## src/rtl/ast_edn_responder.sv

```systemverilog
// EDN responder endpoint: answers a one-bit entropy request with a 32-bit word
// from a seeded Galois LFSR after a fixed latency, acked for exactly one cycle.
module ast_edn_responder #(
  parameter int unsigned AckLatency = 4,
  parameter logic [31:0] LfsrSeed   = 32'hDEADBEEF,
  parameter logic        Fips       = 1'b1
) (
  input  logic        clk_i,
  input  logic        rst_i,
  input  logic        enable_i,
  input  logic        edn_req_i,
  output logic        edn_ack_o,
  output logic        edn_fips_o,
  output logic [31:0] edn_bus_o,
  input  logic        reseed_i,
  input  logic [31:0] seed_i,
  output logic [15:0] words_served_o,
  output logic        err_o
);

  localparam logic [31:0] LfsrMask = 32'h80200003;
  localparam logic [7:0]  LatLoad  = 8'(AckLatency - 1);

  if (AckLatency == 0 || AckLatency > 255) begin : g_bad_latency
    $error("ast_edn_responder: AckLatency must be within 1..255");
  end
  if (LfsrSeed == 32'h0) begin : g_bad_seed
    $error("ast_edn_responder: LfsrSeed must be non-zero");
  end

  function automatic logic [31:0] lfsr_step(input logic [31:0] s);
    return (s >> 1) ^ (s[0] ? LfsrMask : 32'h0);
  endfunction

  function automatic logic [15:0] sat_inc16(input logic [15:0] v);
    return (v == 16'hFFFF) ? v : v + 16'd1;
  endfunction

  typedef enum logic [1:0] {ST_IDLE, ST_WAIT, ST_ACK} state_t;

  state_t      r_state;
  state_t      w_state_nxt;
  logic [7:0]  r_cnt;
  logic [7:0]  w_cnt_nxt;
  logic [7:0]  w_cnt_dec;
  logic        w_err_set;
  logic [31:0] r_lfsr;
  logic [31:0] w_lfsr_nxt;
  logic [31:0] w_seed_eff;
  logic        w_ack_nxt;
  logic        r_ack;
  logic        r_fips;
  logic [31:0] r_bus;
  logic [15:0] r_words_served;
  logic        r_err;

  // The IDLE cycle that samples the request counts as the first latency
  // cycle, so WAIT lasts AckLatency-1 cycles and AckLatency=1 skips it.
  always_comb begin
    w_state_nxt = r_state;
    w_cnt_nxt   = r_cnt;
    w_err_set   = 1'b0;
    w_cnt_dec   = r_cnt - 8'd1;
    case (r_state)
      ST_IDLE: begin
        if (enable_i && edn_req_i) begin
          w_cnt_nxt   = LatLoad;
          w_state_nxt = (LatLoad == 8'd0) ? ST_ACK : ST_WAIT;
        end
      end
      ST_WAIT: begin
        w_cnt_nxt = w_cnt_dec;
        if (!enable_i) begin
          w_state_nxt = ST_IDLE;
        end else if (!edn_req_i) begin
          w_state_nxt = ST_IDLE;
          w_err_set   = 1'b1;
        end else if (w_cnt_dec == 8'd0) begin
          w_state_nxt = ST_ACK;
        end
      end
      ST_ACK:  w_state_nxt = ST_IDLE;
      default: w_state_nxt = ST_IDLE;
    endcase
  end

  // A reseed overrides the post-ack advance; the ack word itself is latched
  // on entry to ACK, so it always carries the pre-reseed value.
  always_comb begin
    w_seed_eff = (seed_i == 32'h0) ? LfsrSeed : seed_i;
    if (reseed_i) begin
      w_lfsr_nxt = w_seed_eff;
    end else if (r_state == ST_ACK) begin
      w_lfsr_nxt = lfsr_step(r_lfsr);
    end else begin
      w_lfsr_nxt = r_lfsr;
    end
    w_ack_nxt = (w_state_nxt == ST_ACK);
  end

  always_ff @(posedge clk_i or posedge rst_i) begin
    if (rst_i) begin
      r_state        <= ST_IDLE;
      r_cnt          <= 8'd0;
      r_lfsr         <= LfsrSeed;
      r_ack          <= 1'b0;
      r_fips         <= 1'b0;
      r_bus          <= 32'h0;
      r_words_served <= 16'h0;
      r_err          <= 1'b0;
    end else begin
      r_state <= w_state_nxt;
      r_cnt   <= w_cnt_nxt;
      r_lfsr  <= w_lfsr_nxt;
      r_ack   <= w_ack_nxt;
      r_fips  <= w_ack_nxt ? Fips : 1'b0;
      r_bus   <= w_ack_nxt ? w_lfsr_nxt : 32'h0;
      if (r_state == ST_ACK) begin
        r_words_served <= sat_inc16(r_words_served);
      end
      if (w_err_set) begin
        r_err <= 1'b1;
      end
    end
  end

  assign edn_ack_o      = r_ack;
  assign edn_fips_o     = r_fips;
  assign edn_bus_o      = r_bus;
  assign words_served_o = r_words_served;
  assign err_o          = r_err;

endmodule
```

## config.mk

```make
export PLATFORM = sky130hd
export DESIGN_NAME = ast_edn_responder
export DESIGN_NICKNAME = d
export VERILOG_FILES = /design/src/rtl/ast_edn_responder.sv
export SDC_FILE = /design/constraint.sdc
export NUM_CORES = 1
export LEC_CHECK = 0
export BUFFER_PORTS_ARGS = -buffer_cell sky130_fd_sc_hd__buf_2
export CAP_MARGIN = 10
export CORE_MARGIN = 5
export CORE_UTILIZATION = 50
export CTS_CLUSTER_DIAMETER = 200
export DETAILED_ROUTE_END_ITERATION = 8
export PLACE_DENSITY = 0.82
export SETUP_SLACK_MARGIN = 0.3
export SYNTH_ARGS = -nofsm -noshare
export SYNTH_HDL_FRONTEND = slang
export SYNTH_SLANG_ARGS = --single-unit
export TNS_END_PERCENT = 5
```

## constraint.sdc

```tcl
create_clock -name clk_i -period 3.2 [get_ports clk_i]
set_input_delay 0.32 -clock clk_i [delete_from_list [all_inputs] [get_ports clk_i]]
set_output_delay 0.32 -clock clk_i [all_outputs]
set_load 0.02 [all_outputs]
```

==> run summary, run 1 <==
status -> finished clean
register area -> 0.00233 mm^2
grt total ovfl -> 0
RSZ-0062 raised after global routing -> no
Period minus WS final -> 2160 ps
wire per inst -> 16.6 um
Layout area overhead -> 15.5%
Vias/cell -> 5.67
max cap viols -> 0
Routed Antenna Nets -> 0
Worst EP required -> 3440 ps
Crit path largest cell delay -> 470 ps
Least-Margin Pin Slew -> 909 ps
synth warn -> 0
VDD IR max -> 0.000215 V
dpl cells -> 569
Synth Area per Inst -> 10.8 um^2
clock network fraction of total power -> 31.8%
clock-pin transition on the worst setup and hold timing paths -> 90 ps
Post-Layout Inst Area -> 0.00498 mm^2
Yosys reg bits -> 92
reg-to-reg critical path endpoint -> edn_bus_o[27]$_DFF_PP0_
Boundary Pins -> 88
core area -> 0.00830 mm^2
top-area cell type share of the netlist area -> 39.5%
Arrival @ worst endpoint -> 2400 ps
register area share after synthesis -> 54.1%
Power per Cell Area -> 506 mW/mm^2
fin cells -> 585
Switching Fraction -> 28.7%
clock skew -> 12.2 ps
drt pass-1 iters -> 4
first-pass GRT wire length -> 15,600 um
Worst path slowest cell -> nand4_4
chip height -> 103 um
post-route total power -> 2.52 mW
top-count cell post-synth -> dfrtp_1
Row Count -> 33
CP Buf/Inv Count -> 0
final hold violations -> 0
via count -> 3,315
Post-DP Area -> 0.00478 mm^2
Hold-fix buffers, CTS -> 0
Setup TNS Final -> 0 ps
initial antenna violation count -> 0
Cell Chain, Critical Path -> nand2b_1 > nor2_1 > nand4_4 > a311oi_1
Crit. End Element -> register
post-synth cell types -> 47
routability cong. -> 0.839
Clock Tree Root -> clkbuf_8
gr usage total -> 18.9%
Max FO, Critical Path -> 34
cells on worst reg2reg path -> 4
Starting Density -> 52.0%
largest net degree at the start of global routing -> 89
CTS Buf Count -> 9
crit path kind -> register to register
Top delay family on crit path -> simple AND/OR/NAND/NOR gates
initial DRC count -> 135
r2r setup slk -> 1040 ps
Post CTS Setup Buffer Count -> 0
layout cells sized above 1 -> 31.3%
fraction of registers with async set/reset -> 100%
vias in the first global route -> 3,187
ys flop type -> dfrtp_1
post-CTS sizing -> 0
Cell Area, Synth -> 0.00431 mm^2
clock buffer depth -> 2
EDFF count, synth -> 0
total wire length -> 9710 um
die area -> 0.0106 mm^2
synth cell count leaders -> dfrtp_1 (68), inv_1 (33), a31oi_1 (24), dfstp_2 (24), a211oi_1 (23)
startpoint class of the critical path -> register
clock sink count -> 92
internal power -> 1.80 mW
H-tree levels -> 3
top cell type by total area after synthesis -> dfrtp_1
Multi-input gate area -> 0.00170 mm^2
FMAX -> 463 MHz
Area contributors post-synth -> dfrtp_1 (39%), dfstp_2 (15%), a311oi_1 (4.5%)
Final Cycle Share -> 67.5%
Die W -> 103 um
worst hold path type -> primary input to async pin
worst skew pair latency -> 360 ps
nets@finish -> 515
Syn Inst Count -> 399
reg2reg start -> r_state[1]$_DFF_PP0_
final antenna diode count -> 0
Comb power frac -> 15.1%
final count of pins violating max slew -> 0
# DRC -> 0
Fillers -> 692
Worst slew margin -> 39.4%
Setup violations, final -> 0
buffers added on ports -> 87
Net Count, Synth -> 439
leakage -> 2.49 nW
Flop pwr share -> 53.1%
dpl hpwl -> 6660 um
Switching Power -> 0.724 mW
CTS tree -> done
[layer usage]
layer | vias to the layer above | global-route usage [%] | routed length (um)
li1 | 1595 | - | -
met5 | - | 0 | 0
met2 | 109 | 29.2 | 4570
met1 | 1600 | 26.6 | 4390
met3 | 11 | 4.80 | 607
met4 | 0 | 5.28 | 153
[flip-flops by register name, summed over array words and instances, names as in the netlist]
register and count:
r_lfsr 32, r_state 2, words_served_o 16, edn_bus_o 32, edn_ack_o 1, r_cnt 8, err_o 1
[through the flow]
step                setup slack, ps  hold slack [ps]  util [%]
finish                         1040             76.1      60.0
global route                    849              121      60.0
CTS                             988             90.6      60.0
detailed placement              802              475      57.6
global placement                897              463      57.6
floorplan                       528              444         -
[placed cells by master, fill, tap and decap left out, drive strengths merged, types with 3 or more instances in the layout]
master and instances:
buf 92, dfrtp 68, inv 36, a31oi 24, dfstp 24, a311oi 24, a211oi 23, and2 21
nor2 17, nand2 17, o21ai 16, nor4 15, nor3 13, mux2i 9, xor2 9, clkbuf 9
xnor2 7, nand4 7, and2b 7, a21oi 5, nand3 5, nand2b 4, nor2b 3, ha 3
or2 3
[cells by family after synthesis]
kind of cell	after synthesis	share of synthesized area, %
mux	11	2.61
flops	92	54.1
simple gates	120	16.8
xor+xnor	16	3.25
buf+inv	60	6.41
compound gates	97	16.0
fa+ha+maj	3	0.870
[layout make-up]
class / instances / area share, %
inverter: 33 / 2.51
tap: 105 / 2.64
sequential: 92 / 46.8
multi-input combinational: 247 / 34.2
clock buffer: 9 / 2.49
timing repair buffer: 92 / 9.74
clock inverter: 7 / 1.61
[how the worst max path moves through the flow]
stage,from,to,slack [ps],cells after the start
3_3_place_gp,seed_i[0],edn_bus_o[27]$_DFF_PP0_,900,5
5_1_grt,r_state[1]$_DFF_PP0_,edn_bus_o[27]$_DFF_PP0_,850,4
6_report,r_state[1]$_DFF_PP0_,edn_bus_o[27]$_DFF_PP0_,1040,4
2_1_floorplan,rst_i,edn_ack_o$_DFF_PP0_,530,1
4_1_cts,r_state[1]$_DFF_PP0_,edn_bus_o[27]$_DFF_PP0_,990,4
3_5_place_dp,seed_i[24],edn_bus_o[27]$_DFF_PP0_,800,5
[power by group through the flow]
stage / logic (mW) / clock network [mW] / registers (mW)
final: 0.380 / 0.802 / 1.34
after global routing: 0.424 / 0.873 / 1.35
after CTS: 0.383 / 0.821 / 1.34
after detailed placement: 0.380 / 0 / 1.36
after global placement: 0.367 / 0 / 1.35
after floorplan: 0.273 / 0 / 1.36
Power figures use the tool's default switching activity.
==> inputs of run 2 (changes only) <==
Settings changed: ABC_AREA from default to 1, PLACE_DENSITY 0.82 to 0.81.
Clock period 3.2 ns to 2.1 ns, I/O delays scaled along.
==> run summary, run 2 <==
dpl hpwl -> 6980 um
min-delay src -> enable_i
Worst EP required -> 2410 ps
Boundary Pins -> 88
initial antenna violation count -> 0
layout cells sized above 1 -> 29.6%
crit path kind -> register to register
Period minus WS final -> 1820 ps
Area contributors post-synth -> dfrtp_1 (38%), dfstp_2 (14%), nand2_1 (9.9%)
# DRC -> 0
commonest non-fill, non-tap cells in the layout -> nand2_1 (111), inv_1 (107), buf_2 (87), dfrtp_1 (68), nor2_1 (62)
buffers added on ports -> 87
reg2reg start -> r_cnt[1]$_DFFE_PP0P_
CP Buf/Inv Count -> 4
Max FO, Critical Path -> 8
Crit path largest cell delay -> 380 ps
startpoint class of the critical path -> register
Clock Tree Root -> clkbuf_8
Least-Margin Pin Slew -> 398 ps
clock skew -> 14.3 ps
Setup TNS Final -> 0 ps
final antenna diode count -> 0
vias in the first global route -> 3,795
Worst slew margin -> 73.4%
RSZ-0062 raised after global routing -> yes
Top delay family on crit path -> simple AND/OR/NAND/NOR gates
largest net degree at the start of global routing -> 62
grt total ovfl -> 0
first-pass GRT wire length -> 17,000 um
Post-Layout Inst Area -> 0.00552 mm^2
CTS tree -> done
initial DRC count -> 238
post-synth cell types -> 25
Power per Cell Area -> 724 mW/mm^2
EDFF count, synth -> 0
most common cell after layout, fill and taps aside -> nand2_1
Syn Inst Count -> 560
synth cell count leaders -> nand2_1 (118), inv_1 (111), nor2_1 (75)
chip height -> 105 um
synth warn -> 0
top-area cell type share of the netlist area -> 38.0%
H-tree levels -> 3
Crit. End Element -> register
worst hold path type -> primary input to register
cells on worst reg2reg path -> 11
Hold Path Sink -> err_o$_DFFE_PP0P_
Starting Density -> 51.4%
VDD IR max -> 0.000353 V
Routed Antenna Nets -> 0
Hold Crit Depth -> 2
Layout area overhead -> 23.3%
Net Count, Synth -> 600
Cell Area, Synth -> 0.00448 mm^2
Hold Slack -> 123 ps
top-count cell post-synth -> nand2_1
FMAX -> 550 MHz
max cap viols -> 0
gr usage total -> 18.8%
wire per inst -> 13.7 um
Row Count -> 34
Worst path slowest cell -> dfrtp_1
Fillers -> 724
r2r setup slk -> 280 ps
routability cong. -> 0.850
Die W -> 105 um
total wire length -> 10,600 um
top cell type by total area after synthesis -> dfrtp_1
final hold violations -> 0
via count -> 3,853
Worst path most repeated cell -> nor2_4
Setup violations, final -> 0
clock buffer depth -> 2
Post-DP Area -> 0.00503 mm^2
drt pass-1 iters -> 5
clock sink count -> 92
Synth Area per Inst -> 8.00 um^2
register area share after synthesis -> 52.1%
reg-to-reg critical path endpoint -> edn_bus_o[20]$_DFF_PP0_
nets@finish -> 701
Arrival @ worst endpoint -> 2130 ps
worst skew pair latency -> 370 ps
status -> finished clean
Yosys reg bits -> 92
fraction of registers with async set/reset -> 100%
post-route total power -> 4.00 mW
Vias/cell -> 4.98
die area -> 0.0110 mm^2
Cell Chain, Critical Path -> inv_2 > ha_4 > inv_4 > nor2_4 > buf_4 > nand4_1 > nand2_2 > nor2_4 > nand4_4 > clkbuf_16 > nor2_2
CTS Buf Count -> 9
core area -> 0.00872 mm^2
final count of pins violating max slew -> 0
clock-pin transition on the worst setup and hold timing paths -> 100 ps
leakage -> 3.01 nW
ys flop type -> dfrtp_1
Final Cycle Share -> 86.5%
[run 2: cell count changes in the layout (fill, tap and decap cells not counted), moves of 17 or more]
| cell | previous run | this run |
|---|---|---|
| inv_1 | 32 | 107 |
| a211oi_1 | 23 | 0 |
| a311oi_1 | 22 | 0 |
| nor2_1 | 17 | 62 |
| nand3_1 | 5 | 46 |
| nor2_2 | 0 | 17 |
| nand2_1 | 17 | 111 |
| a31oi_1 | 24 | 0 |
[run 2: repair_timing]
action                                 in CTS  in global routing
cloned                                      0                  5
hold buffers                                1                  0
gates resized for setup                     7                 37
pin swaps                                   0                 16
setup endpoints to repair                  48                 52
setup buffers                               0                  8
endpoints found under the hold margin      68                  0
[run 2: area by class of cell]
cell class	instances	area [um^2]	area share, %
timing repair buffer	109	704	12.8
tap	108	135	2.45
inverter	115	438	7.93
clock buffer	10	128	2.31
clock inverter	6	48.8	0.884
sequential	92	2330	42.2
multi-input combinational	334	1740	31.4
[run 2: how the worst max path moves through the flow]
stage	startpoint	end	slack [ps]	cells after the start
CTS	r_state[1]$_DFF_PP0_	edn_bus_o[20]$_DFF_PP0_	310	9
global route	r_cnt[0]$_DFFE_PP0P_	edn_bus_o[15]$_DFF_PP0_	200	11
floorplan	words_served_o[0]$_DFFE_PP0P_	words_served_o[4]$_DFFE_PP0P_	420	8
global placement	r_cnt[0]$_DFFE_PP0P_	edn_bus_o[11]$_DFF_PP0_	260	10
finish	r_cnt[1]$_DFFE_PP0P_	edn_bus_o[20]$_DFF_PP0_	280	11
detailed placement	r_cnt[0]$_DFFE_PP0P_	edn_bus_o[5]$_DFF_PP0_	140	11
[run 2: worst reg2reg max path, stage by stage, from the launching register on]
cell       delay [ps]
dfrtp_1           380
inv_2              70
ha_4              170
inv_4              60
nor2_4             40
buf_4             140
nand4_1            80
nand2_2            90
nor2_4            140
nand4_4           230
clkbuf_16         280
nor2_2             90
[run 2: kinds of logic (layout without fill, tap and decap cells)]
group | Yosys count | after routing | share of synthesized area (%)
AOI/OAI and AO/OA | 39 | 39 | 5.17
buffers and inverters | 134 | 240 | 12.0
xor gates and xnor gates | 15 | 15 | 2.93
adders and majority gates | 3 | 3 | 0.838
and+or+nand+nor | 277 | 277 | 27.0
DFF | 92 | 92 | 52.1
[run 2: power by group]
group	switching [mW]	internal (mW)
clock network	0.658	0.443
registers	0.0933	1.92
logic	0.533	0.352
[run 2: metal layers]
layer / vias up / global-route usage (%) / wire (um)
li1: 1905 / - / -
met1: 1833 / 24.7 / 4720
met2: 106 / 30.7 / 5190
met3: 9 / 4.75 / 567
met4: 0 / 5.94 / 105
met5: - / 0 / 0
[run 2: per-stage QoR]
stage / setup slack (ps) / cells / util, %
after CTS: 308 / 761 / 60.1
after floorplan: 420 / 560 / -
after detailed placement: 140 / 744 / 57.7
after global routing: 195 / 774 / 63.3
after global placement: 256 / 744 / 57.7
final: 283 / 774 / 63.3
